===== src/rtl/sha_stream_pkg.sv =====
// Shared types and helpers for the Keccak digest output path.
// Holds the state/lane types, digest-length encoding and word-count helper.
package sha_stream_pkg;

  typedef logic [63:0] lane_t;
  typedef logic [4:0][4:0][63:0] keccak_state_t;

  typedef enum logic [1:0] {
    D224 = 2'd0,
    D256 = 2'd1,
    D384 = 2'd2,
    D512 = 2'd3
  } digest_mode_e;

  typedef enum logic {
    S_IDLE = 1'b0,
    S_SEND = 1'b1
  } stream_state_e;

  localparam int CAPTURE_LANES = 8;
  localparam int CAPTURE_BITS  = 64 * CAPTURE_LANES;
  localparam int CNT_W         = 6;

  // Number of stream words in a digest of the given mode at the given width.
  function automatic logic [6:0] digest_words(input logic [1:0] mode, input int width);
    int bits;
    case (digest_mode_e'(mode))
      D224:    bits = 224;
      D256:    bits = 256;
      D384:    bits = 384;
      default: bits = 512;
    endcase
    return 7'(bits / width);
  endfunction

  // Flattens lanes 0..7 (lane L = 5*y + x) little-endian, lane 0 in the low bits.
  function automatic logic [CAPTURE_BITS-1:0] capture_lanes(input keccak_state_t s);
    logic [CAPTURE_BITS-1:0] r;
    r = '0;
    for (int l = 0; l < CAPTURE_LANES; l++) begin
      r[64*l +: 64] = s[l/5][l%5];
    end
    return r;
  endfunction

endpackage


===== src/rtl/digest_word_sel.sv =====
// Combinational pick of stream word k from the captured 512-bit digest prefix.
// Word k lives in lane k/(64/DATA_WIDTH) at offset DATA_WIDTH*(k mod words-per-lane).
module digest_word_sel
  import sha_stream_pkg::*;
#(
  parameter int DATA_WIDTH = 16
) (
  input  logic [CAPTURE_BITS-1:0] capture,
  input  logic [CNT_W-1:0]        word_idx,
  output logic [DATA_WIDTH-1:0]   word
);

  localparam int WORDS_PER_LANE = 64 / DATA_WIDTH;
  localparam int OFF_W          = $clog2(WORDS_PER_LANE);

  lane_t            lanes [CAPTURE_LANES];
  logic [2:0]       lane_idx;
  logic [OFF_W-1:0] word_off;
  logic [5:0]       bit_off;

  always_comb begin
    for (int l = 0; l < CAPTURE_LANES; l++) begin
      lanes[l] = capture[64*l +: 64];
    end
  end

  always_comb begin
    lane_idx = 3'(word_idx >> OFF_W);
    word_off = word_idx[OFF_W-1:0];
    bit_off  = 6'(DATA_WIDTH) * 6'(word_off);
    word     = lanes[lane_idx][bit_off +: DATA_WIDTH];
  end

endmodule


===== src/rtl/keccak_digest_streamer.sv =====
// Serialises the leading digest bits of a finished Keccak state onto an
// AXI4-Stream master, one DATA_WIDTH word per beat, TLAST on the final word.
module keccak_digest_streamer
  import sha_stream_pkg::*;
#(
  parameter int DATA_WIDTH = 16,
  parameter int ID_WIDTH   = 2,
  parameter int USER_WIDTH = 4
) (
  input  logic                    ACLK,
  input  logic                    ARESET,
  input  keccak_state_t           state_in,
  input  logic                    state_valid,
  output logic                    state_ready,
  input  logic [1:0]              mode,
  input  logic [ID_WIDTH-1:0]     id_in,
  input  logic [USER_WIDTH-1:0]   user_in,
  output logic [DATA_WIDTH-1:0]   TDATA,
  output logic                    TVALID,
  input  logic                    TREADY,
  output logic                    TLAST,
  output logic [DATA_WIDTH/8-1:0] TKEEP,
  output logic [ID_WIDTH-1:0]     TID,
  output logic [USER_WIDTH-1:0]   TUSER,
  output logic                    digest_done,
  output stream_state_e           fsm_state
);

  if (DATA_WIDTH != 8 && DATA_WIDTH != 16 && DATA_WIDTH != 32) begin : g_bad_width
    $error("keccak_digest_streamer: DATA_WIDTH must be 8, 16 or 32");
  end

  // Handshakes: a transfer happens on a rising edge where valid && ready.
  // state_valid/state_ready: a state is captured only in IDLE (state_ready=1).
  // TVALID/TREADY: TVALID is decoded from the FSM alone, and once raised the
  // beat (TDATA/TLAST/TID/TUSER/TKEEP) is held until TREADY accepts it.

  stream_state_e           state_q, state_d;
  logic [CNT_W-1:0]        cnt_q, cnt_d;
  logic [CNT_W-1:0]        last_idx_q, last_idx_d;
  logic [CAPTURE_BITS-1:0] capture_q, capture_d;
  logic [ID_WIDTH-1:0]     tid_q, tid_d;
  logic [USER_WIDTH-1:0]   tuser_q, tuser_d;
  logic                    is_last;
  logic [DATA_WIDTH-1:0]   word;
  logic                    unused_lanes;

  // Only lanes 0..7 carry digest bits; the rest of the state is dropped.
  assign unused_lanes = ^{state_in[4], state_in[3], state_in[2], state_in[1][4:3]};

  always_ff @(posedge ACLK) begin
    if (ARESET) begin
      state_q    <= S_IDLE;
      cnt_q      <= '0;
      last_idx_q <= '0;
      capture_q  <= '0;
      tid_q      <= '0;
      tuser_q    <= '0;
    end else begin
      state_q    <= state_d;
      cnt_q      <= cnt_d;
      last_idx_q <= last_idx_d;
      capture_q  <= capture_d;
      tid_q      <= tid_d;
      tuser_q    <= tuser_d;
    end
  end

  always_comb begin
    state_d     = state_q;
    cnt_d       = cnt_q;
    last_idx_d  = last_idx_q;
    capture_d   = capture_q;
    tid_d       = tid_q;
    tuser_d     = tuser_q;
    state_ready = 1'b0;
    TVALID      = 1'b0;
    TLAST       = 1'b0;
    digest_done = 1'b0;
    is_last     = (cnt_q == last_idx_q);

    case (state_q)
      S_IDLE: begin
        state_ready = 1'b1;
        if (state_valid) begin
          capture_d  = capture_lanes(state_in);
          // Store N-1 so the 6-bit counter covers N=64 without wrapping.
          last_idx_d = CNT_W'(digest_words(mode, DATA_WIDTH) - 7'd1);
          tid_d      = id_in;
          tuser_d    = user_in;
          cnt_d      = '0;
          state_d    = S_SEND;
        end
      end
      S_SEND: begin
        TVALID = 1'b1;
        TLAST  = is_last;
        if (TREADY) begin
          if (is_last) begin
            digest_done = 1'b1;
            cnt_d       = '0;
            state_d     = S_IDLE;
          end else begin
            cnt_d = cnt_q + 1'b1;
          end
        end
      end
      default: state_d = S_IDLE;
    endcase
  end

  digest_word_sel #(
    .DATA_WIDTH (DATA_WIDTH)
  ) u_word_sel (
    .capture  (capture_q),
    .word_idx (cnt_q),
    .word     (word)
  );

  assign TDATA     = word;
  assign TKEEP     = '1;
  assign TID       = tid_q;
  assign TUSER     = tuser_q;
  assign fsm_state = state_q;

endmodule


===== config.mk =====
export PLATFORM = sky130hd
export DESIGN_NAME = keccak_digest_streamer
export DESIGN_NICKNAME = d
export VERILOG_FILES = /design/src/rtl/sha_stream_pkg.sv /design/src/rtl/digest_word_sel.sv /design/src/rtl/keccak_digest_streamer.sv
export SDC_FILE = /design/constraint.sdc
export NUM_CORES = 1
export LEC_CHECK = 0
export ABC_AREA = 1
export CAP_MARGIN = 10
export CORE_AREA = 2 2 642 644
export DETAILED_ROUTE_END_ITERATION = 10
export DIE_AREA = 0 0 644 646
export PLACE_DENSITY = 0.3
export SLEW_MARGIN = 10
export SYNTH_ARGS = -nofsm -noshare
export SYNTH_HDL_FRONTEND = slang
export SYNTH_SLANG_ARGS = --single-unit

===== constraint.sdc =====
create_clock -name ACLK -period 3.5 [get_ports ACLK]
set_input_delay 0.525 -clock ACLK [delete_from_list [all_inputs] [get_ports ACLK]]
set_output_delay 0.525 -clock ACLK [all_outputs]
set_load 0.005 [all_outputs]

== After elaboration in Yosys (flattened, before gate mapping) ==
Cells that the tools add are included.
Storage, ports and cells
  bits in registers: 531
  bits of input ports: 1612
  output and inout port bits: 29
Cells by class
  add/subtract/negate cells: 3
  $lt $le $gt $ge: 1
  equality and inequality tests: 5
  shift operators: 1
  muxes and demuxes: 20
  bitwise logic cells: 3
  reductions and logical operators: 4
Operator list (count)
  64-bit binary-select mux with 3-bit select: 1
  64-bit 2-to-1 mux: 2
  32-bit 2-to-1 mux: 2
  64-bit by 7-bit variable part select with 16-bit output: 1
  10-bit one-hot mux with 3 select lines: 1
  6-bit 2-to-1 mux: 3
  6-bit one-hot mux with 2 select lines: 1
  1-bit 2-to-1 mux: 9
  6-bit by 1-bit adder with 6-bit output: 1
  6-bit by 1-bit adder with 6-bit output (second input constant): 1
  6-bit equality test: 1
  6-bit by 1-bit subtractor with 6-bit output (second input constant): 1
  4-bit >= comparator (second input constant): 1
  2-bit inequality test (second input constant): 2
  3-bit NOT with 4-bit output: 1
  2-bit AND reduction: 2
  4-bit OR reduction: 1
  2-bit by 1-bit equality test with 1-bit output (second input constant): 1
  2-bit equality test (second input constant): 1
  2-bit logical NOT: 1
  1-bit one-hot mux with 2 select lines: 1
  1-bit AND: 1
  1-bit NOT: 1

== Logic depth before layout (Yosys ltp) ==
Gate-level depths: netlist of the first run.
  depth after elaboration: 8
  mapped depth: 11
  mapped depth without buffers: 9

== Cells and area by module ==
From an unflattened synthesis of the first run, not the netlist that was laid out.
Second synthesis, totals
  cells, all modules: 3556
  area total of the unflattened synthesis: 24314.6 µm²
By module, submodules not included
  keccak_digest_streamer: instances 1, cells an instance 2339, area each 18858.1 µm²
  digest_word_sel: instances 1, cells an instance 1217, area each 5456.5 µm²

== Worst setup path before layout of the first run ==
No wires, ideal clock.
  path type: reg-to-output
  start point: register cnt_q[2]
  end point: output port TDATA[15]
  data arrival time: 1.213 ns
  setup slack: 1.762 ns
  cell stages (with the launch flop): 12
  buffers on the path: 3
  cells stage by stage: dfxtp_1 -> buf_4 -> buf_6 -> buf_6 -> nand2_1 -> nand3_1 -> nand3_1 -> nand2_1 -> nand2_1 -> nand2_1 -> nand2_1 -> nand2_1
Between the ends
  cells in the longest elaborated chain, start to end: 5
RTL lines
  start: declaration: line keccak_digest_streamer.sv:39  | logic [CNT_W-1:0] cnt_q, cnt_d;
  start signal: assignment: line keccak_digest_streamer.sv:61  | cnt_q <= cnt_d;
  3-bit NOT with 4-bit output (not written as such): line digest_word_sel.sv:31  | word = lanes[lane_idx][bit_off +: DATA_WIDTH];
  64-bit binary-select mux with 3-bit select: line digest_word_sel.sv:31
  64-bit 2-to-1 mux (not written as such) (2 in a row): line digest_word_sel.sv:31
  64-bit by 7-bit variable part select with 16-bit output: line digest_word_sel.sv:31
  end: declaration: line keccak_digest_streamer.sv:18  | output logic [DATA_WIDTH-1:0] TDATA,
No other way between the ends. The select of a mux whose other input is x is not followed.

== Worst setup path in the final report of the first run ==
  start point: register cnt_q[2]
  end point: output port TDATA[5]
Same word-level chain as after synthesis.

==> results of run 1 <==
==> what timing repair did <==
action                                  in CTS  in global routing
gates resized for setup                    317                174
cloned                                      23                  3
setup buffers                               50                  7
endpoints found under the setup margin      18                 16
pin swaps                                   30                 59
==> layout by cell type (no fill, tap or decap), types with 2 or more instances in the layout <==
cell type        count
nor2_1            1043
buf_8               12
nand3_1            221
nand2_2             69
a21oi_1              9
dfxtp_1            525
clkbuf_1            18
inv_16               2
nand3_4             69
inv_6                5
nand2_1            647
clkinvlp_4           3
o21ai_0            523
xor2_1               2
nor2_2               2
buf_16              26
conb_1               2
clkbuf_8            12
dlygate4sd2_1        2
inv_8                2
clkinv_2            12
buf_12              54
clkinv_16            2
nand3_2            105
clkdlybuf4s50_1    532
clkinv_1             2
inv_4                2
bufinv_16            4
nand2_4             21
buf_6               22
buf_4               89
diode_2             19
clkbuf_16           85
dfxtp_4              3
bufbuf_16            5
inv_1                9
==> flip-flops by register name, summed over array words and instances, names as in the netlist <==
name,count
cnt_q,6
last_idx_q,4
TUSER,4
TID,2
fsm_state,1
capture_q,512
==> power by group through the flow <==
stage	logic (W)	registers, W	clock network, W
floorplan	0.00104	0.00683	0
global placement	0.00255	0.00691	0
detailed placement	0.00254	0.00691	0
CTS	0.00264	0.00679	0.00860
global route	0.00290	0.00686	0.00879
finish	0.00261	0.00680	0.00820
==> cell usage after synthesis, types with 2 or more instances <==
cell type,instances,area (µm²)
nor2_1,1043,3920
nand2_1,736,2760
dfxtp_1,529,10600
o21ai_0,523,2620
nand3_1,393,1970
clkbuf_1,154,578
buf_2,78,390
buf_1,27,101
buf_6,14,158
buf_4,13,97.6
inv_1,10,37.5
a21oi_1,9,45.0
inv_2,4,15.0
clkinv_1,2,7.51
nand3_2,2,20.0
nor2_2,2,12.5
xor2_1,2,17.5
==> through the flow <==
stage | hold slack [ns] | util [%] | TNS [ns] | total power [W] | instance area (µm²)
5_1_grt | 0.258 | 10.2 | -0.721 | 0.0185 | 41800
3_5_place_dp | 0.476 | 8.80 | -0.236 | 0.00945 | 36000
2_1_floorplan | 0.450 | - | 0 | 0.00787 | 23400
3_3_place_gp | 0.469 | 8.80 | -0.317 | 0.00946 | 36000
6_report | 0.311 | 10.2 | 0 | 0.0176 | 41800
4_1_cts | 0.212 | 10.0 | -1.34 | 0.0180 | 41000
==> cell families after synthesis <==
kind of cell / count (synthesis) / share of synthesized area [%]
AO/OA/AOI/OAI: 534 / 11.5
XOR/XNOR: 2 / 0.0749
adder cells (fa/ha/maj): 1 / 0.0535
buffers and inverters: 302 / 5.92
flip-flops: 529 / 45.3
other: 1 / 0.0160
AND/OR/NAND/NOR: 2179 / 37.2
==> path summary, 6_finish.rpt <==
check / end / depth (start not counted)
setup / recovery: TDATA[5] / 14
hold reg to reg: last_idx_q[4]$_SDFFE_PP0P_ / 2
hold / removal: capture_q[294]$_SDFFE_PP0P_ / 3
setup reg to reg: capture_q[155]$_SDFFE_PP0P_ / 5
==> per-layer routing <==
metal | vias to the layer above | track usage (%) | wire, µm | share of wire (%)
met5 | - | 0 | 331 | 0.18
met4 | 54 | 2.63 | 6860 | 3.8
met3 | 299 | 2.58 | 13100 | 7.3
met2 | 895 | 12.2 | 73300 | 41
met1 | 12200 | 11.6 | 86500 | 48
li1 | 12600 | - | - | -
==> worst register-to-register path: stages, from the launching register on <==
cell and delay (ns):
dfxtp_1 0.42, nor2_4 0.31, inv_8 0.22, buf_12 0.26, nor2_1 0.64, nor2_1 0.13
==> layout make-up <==
cell class / instances / area, µm² / share of cell area, %
flip-flops and latches: 529 / 10600 / 25.4
diodes: 19 / 47.5 / 0.114
multi-input cells: 2718 / 13100 / 31.4
well taps: 5451 / 6820 / 16.3
clock inverters: 27 / 303 / 0.724
repair buffers: 746 / 8480 / 20.3
repair inverters: 2 / 28.8 / 0.0688
inverters: 16 / 116 / 0.278
clock buffers: 112 / 2280 / 5.46
==> metrics.md, run 1 <==
| Metric | Value |
|---|---|
| Int Power | roughly 0.013 W |
| Mean cell area of the mapped netlist | between 6 and 7 µm² |
| Number of nets in the final layout | about 5700 |
| Worst slew pin tran | about 0.89 ns |
| Die boundary width | roughly 640 µm |
| Port-buffer cells | 550 |
| Average via count per standard cell | between 2 and 3 |
| Fin crit period | ~3.4 ns |
| Clock share of power | between 40% and 50% |
| Number of max-capacitance violations reported | 0 |
| Final worst setup slack | just under 0.06 ns |
| Ratio of cells with drive above 1 in the final layout | around 15% |
| Total power divided by cell area | between 400 and 500 nW/µm² |
| Sequential area share after synthesis | between 40% and 50% |
| Portion of the clock cycle consumed by the worst path in the final layout | 98.3% |
| Number of design rule violations left after detail routing | 0 |
| Reg-to-reg slack, setup | about 1.4 ns |
| Initial antenna violation count | approximately 120 |
| Vias in the first global route | 26000 |
| Required @ worst endpoint | between 2 and 3 ns |
| Largest stage delay, worst path | approximately 0.37 ns |
| Number of instances in the synthesized netlist | about 3500 |
| Wire length of the first global-routing pass | around 230000 µm |
| Largest fanout on the critical path | 8 |
| Clk Latency, worst-skew pair | between 0.7 and 0.8 ns |
| Number of clock sinks | between 500 and 600 |
| Count of flip-flops with a built-in enable after synthesis | 0 |
| # H-tree levels | 3 |
| Kind of launch point of the worst setup path | flip-flop |
| Crit path max-delay cell type | dfxtp_4 |
| Fmax achieved | between 0.2 and 0.3 GHz |
| Number of unique standard cell types used by synthesis | 24 |
| Syn Std Cell Area | approximately 23000 µm² |
| Standard-cell rows | around 240 |
| Number of instances in the placed design | approximately 9400 |
| Most prevalent standard cell on the critical path | nand2_1 |
| Height of the die | 646 µm |
| Root buffer cell | clkbuf_16 |
| Filler Cell Count | between 40000 and 50000 |
| Initial Util | 5.72% |
| Count of final max-slew check failures | 0 |
| Non-filler cells, final | 9620 |
| Maximum buffer depth of the clock tree | 4 |
| Endpoint type of the worst setup path | primary output |
| CP Buf/Inv Count | 6 |
| Clock tree from TritonCTS | done |
| Hold Path Class | in2reg |
| Clk slew on worst S/H paths | ~0.060 ns |
| Share of power burned in registers | between 30% and 40% |
| Crit path from | cnt_q[2]$_SDFFE_PP0P_ |
| Combinational Power Share | around 15% |
| Floorplan Core Area | about 410000 µm² |
| Remaining Overflow, GRT | 0 |
| Number of buffers added to fix hold violations after cts | 0 |
| CP delay by family, top | buffers and inverters |
| Crit path kind | reg2out |
| Static leakage power | between 15 and 20 nW |
| Switch Pwr | between 0.005 and 0.006 W |
| Switching power share of the total | 28.8% |
| Drt wl/cell | roughly 19 µm |
| Setup violations, final | 0 |
| Arrival time of data at the critical path endpoint | 2.92 ns |
| Routed wire length | 180000 µm |
| FF+latch count, synth | approximately 530 |
| Detailed-routing iteration count for the pre-antenna-repair pass | 5 |
| Overall fraction of global-route tracks in use | around 8.4% |
| Inserted Clock Buffers | between 80 and 90 |
| Synthesis-to-finish area growth | 78.7% |
| DIE AREA | 416000 µm² |
| Worst-case setup slack after placement | -0.0954 ns |
| Estimated wirelength of the detail-placed design | around 140000 µm |
| Status | finished clean |
| Detailed-route via count | approximately 26000 |
| Worst IR Drop VDD | between 300 and 400 µV |
| Worst Clk Skew | between 0.05 and 0.06 ns |
| Number of DRC markers in iteration 0 | between 1500 and 2000 |
| Launch point of the worst hold path | state_in[294] |
| Io pins | 1641 |
| Hold Violations, Final | 0 |
| Final weighted congestion in routability-driven placement | approximately 0.77 |
| Total of warnings raised by yosys | 0 |
| Tightest slew margin relative to the limit | 40.6% |
| Reg-to-Reg Start | fsm_state$_SDFF_PP0_ |
| Pin count of the biggest net entering global routing | around 170 |
| Top flip-flop cell by instance count after synthesis | dfxtp_1 |
| Number of nets still failing antenna checks after routing | 0 |
| Worst path cell trace | buf_12 -> clkinv_16 -> buf_16 -> buf_16 -> buf_8 -> nand2_1 -> nand3_1 -> nand3_2 -> nand2_1 -> nand2_1 -> nand2_2 -> nand2_4 -> nand2_4 -> buf_12 |
| Unrepaired setup endpoints after global routing | true |
| Share of async-settable or async-resettable flops after synthesis | 0% |
Power figures use the tool's default switching activity.
==> run 2, diff against run 1 <==
- ABC_AREA: 1 -> default
- CORE_AREA: 2 2 642 644 -> 2 2 649 651
- DIE_AREA: 0 0 644 646 -> 0 0 651 653
==> run 2 against run 1 <==
Compared with the run above: the flow now finishes with violations (negative setup slack); sequential power down 3.1%; non-clock buffer count is 56 higher; total power is 6.0% lower; maximum frequency shrank 5.5%; utilization fell by 0.69 points; setup slack got worse by 0.20 ns; critical path depth shrank 5; clock skew fell by 0.0081 ns; critical endpoint is now TDATA[14]; cell area down 4.5%; synthesized cell count shrank 21%.
==> metrics.md, run 2 <==
| Metric | Value |
|---|---|
| Overall fraction of global-route tracks in use | 7.55% |
| Standard-cell rows | about 240 |
| Arrival time of data at the critical path endpoint | between 3 and 4 ns |
| Height of the die | roughly 650 µm |
| Remaining Overflow, GRT | 0 |
| Ratio of cells with drive above 1 in the final layout | ~15% |
| Clk slew on worst S/H paths | approximately 0.08 ns |
| Portion of the clock cycle consumed by the worst path in the final layout | 104% |
| Ranking of synthesized cells by area | dfxtp_1 (47%), nand2_1 (17%), a21oi_1 (12%) |
| Final weighted congestion in routability-driven placement | roughly 0.72 |
| Io pins | roughly 1600 |
| Root buffer cell | clkbuf_16 |
| Worst slew pin tran | between 0.9 and 1 ns |
| Hold Violations, Final | 0 |
| Average via count per standard cell | ~2.5 |
| Met3 global-route usage | 2.23% |
| Inserted Clock Buffers | between 70 and 80 |
| Number of instances in the synthesized netlist | roughly 2800 |
| Total power divided by cell area | between 400 and 500 nW/µm² |
| Initial Util | ~5.4% |
| Most flops, register | capture_q |
| Number of nets in the final layout | just over 5000 |
| Floorplan Core Area | about 420000 µm² |
| Final worst setup slack | -0.141 ns |
| Failing checks | negative setup slack |
| Library cell with the largest summed area after synthesis | dfxtp_1 |
| Detailed-routing iteration count for the pre-antenna-repair pass | 5 |
| Total Power Consumption | 0.0165 W |
| Syn Std Cell Area | 22500 µm² |
| Global Route met2 Usage | 12.2% |
| Met1 Resource Use GR | between 9 and 10% |
| Most common library cell in the layout ignoring fill and taps | nand2_1 |
| Number of unique standard cell types used by synthesis | 41 |
| DIE AREA | 425000 µm² |
| Count of final max-slew check failures | 0 |
| Total of warnings raised by yosys | 0 |
| Clk Latency, worst-skew pair | around 0.71 ns |
| Number of nets still failing antenna checks after routing | 0 |
| Required @ worst endpoint | 2.97 ns |
| Mean cell area of the mapped netlist | ~8 µm² |
| Count of flip-flops with a built-in enable after synthesis | 0 |
| Commonest cells in the synthesized netlist | nand2_1 (1041), dfxtp_1 (529), a21oi_1 (519) |
| Most common cell in the netlist | nand2_1 |
| Port-buffer cells | 550 |
| Area share of the largest cell type after synthesis | about 47% |
| Reg-to-reg slack, setup | ~1.1 ns |
| Number of DRC markers in iteration 0 | 1078 |
| Drt wl/cell | ~19 µm |
| Estimated wirelength of the detail-placed design | 133000 µm |
| Endpoint type of the worst setup path | primary output |
| Top flip-flop cell by instance count after synthesis | dfxtp_1 |
| FF+latch count, synth | 529 |
| Kind of launch point of the worst setup path | flip-flop |
| Pin count of the biggest net entering global routing | approximately 130 |
| Share of async-settable or async-resettable flops after synthesis | 0% |
| Worst IR Drop VDD | roughly 270 µV |
| Number of clock sinks | 529 |
| Fmax achieved | 0.275 GHz |
| Synthesis-to-finish area growth | 77.6% |
| Initial antenna violation count | between 100 and 150 |
| Max reg flops | between 500 and 600 |
| Maximum buffer depth of the clock tree | 3 |
| Number of design rule violations left after detail routing | 0 |
| Crit path kind | reg2out |
| Worst Clk Skew | between 0.04 and 0.05 ns |
| Setup violations, final | 1 |
| Largest registers in the final layout | capture_q (512), cnt_q (6) |
| Tightest slew margin relative to the limit | slightly below 40% |
| GR peak layer | met2 |
| Die boundary width | around 650 µm |
| Routed wire length | 168000 µm |
| Largest fanout on the critical path | 6 |
| Total negative slack | -0.141 ns |
| Final core utilization | about a tenth |
| Commonest cells after routing, fill and taps aside | nand2_1 (1040), clkdlybuf4s50_1 (531), dfxtp_1 (524) |
| Hold Path Class | in2reg |
| Status | finished with violations |
| Sequential area share after synthesis | roughly 47% |
| Vias in the first global route | 22700 |
| Static leakage power | between 10 and 15 nW |
| Detailed-route via count | between 20000 and 25000 |
| Unrepaired setup endpoints after global routing | true |
| Fin crit period | 3.64 ns |
| # H-tree levels | 3 |
| Number of max-capacitance violations reported | 0 |
| Clock tree from TritonCTS | done |
| Wire length of the first global-routing pass | around 210000 µm |
==> run 2: cell types whose count changed after synthesis, moves of 10 or more <==
cell / previous run / this run
nand4_1: 0 / 34
nor2_1: 1043 / 21
o21ai_0: 523 / 1
buf_2: 78 / 68
nand2_1: 736 / 1041
clkbuf_1: 154 / 141
a22oi_1: 0 / 128
a21oi_1: 9 / 519
nand3_1: 393 / 2
mux2i_1: 0 / 256
==> run 2: cells by family after synthesis <==
logic type | after synthesis | share of synthesized area, %
adders and majority gates | 1 | 0.0557
AOI/OAI and AO/OA | 656 | 16.2
buffers and inverters | 245 | 4.85
DFF | 529 | 47.1
and+or+nand+nor | 1126 | 20.1
muxes | 256 | 11.4
other | 1 | 0.0167
xor gates and xnor gates | 6 | 0.267
==> run 2: repair_timing <==
action / in CTS / in global routing
resized for setup: 167 / 62
setup buffers: 23 / 41
pin swaps: 40 / 40
setup endpoints to repair: 18 / 16
hold buffers: 0 / 0
gates cloned: 7 / 7
==> run 2: power by group <==
part           leakage, nW  switching, W  internal (W)
Combinational         6.55       0.00134       0.00111
Sequential            4.35      0.000203       0.00638
Clock                 1.13       0.00328       0.00422
==> run 2: metal layers <==
metal | vias to the layer above | wire [µm]
met1 | 10600 | 75500
met5 | - | 570
met3 | 328 | 10300
met2 | 747 | 76100
met4 | 86 | 6040
li1 | 10800 | -
==> run 2: area by class of cell <==
type | instances | area (µm²)
fill | 48600 | 378000
antenna | 20 | 50.0
clock buffer | 104 | 2020
sequential | 529 | 10600
tap | 5520 | 6910
clock inverter | 21 | 304
timing repair buffer | 802 | 8550
multi-input combinational | 2047 | 11500
inverter | 2 | 7.51
==> run 2: metrics by stage <==
step	setup slack [ns]	hold slack [ns]	cells	instance area, µm²
after floorplan	1.44	0.436	2821	22500
after global placement	-0.229	0.444	8825	35700
after detailed placement	-0.209	0.446	8825	35700
after CTS	-0.222	0.288	8980	39200
after global routing	-0.232	0.280	9032	39900
final	-0.141	0.318	9045	39900
==> run 2: worst max-delay path: stages, from the launching register on <==
cell and delay [ns]:
dfxtp_4 0.41, buf_16 0.17, buf_12 0.15, buf_4 0.15, mux2i_2 0.21, a22oi_2 0.27
buf_4 0.18, nand4_1 0.41, nor2_2 0.31, buf_12 0.17
==> run 2: final timing paths <==
kind                          startpoint                           to  cells past startpoint
max reg2reg        cnt_q[4]$_SDFFE_PP0P_        cnt_q[3]$_SDFFE_PP0P_                     10
min                               ARESET  capture_q[494]$_SDFFE_PP0P_                      2
max                cnt_q[4]$_SDFFE_PP0P_                    TDATA[14]                      9
min reg2reg  capture_q[224]$_SDFFE_PP0P_  capture_q[224]$_SDFFE_PP0P_                      2
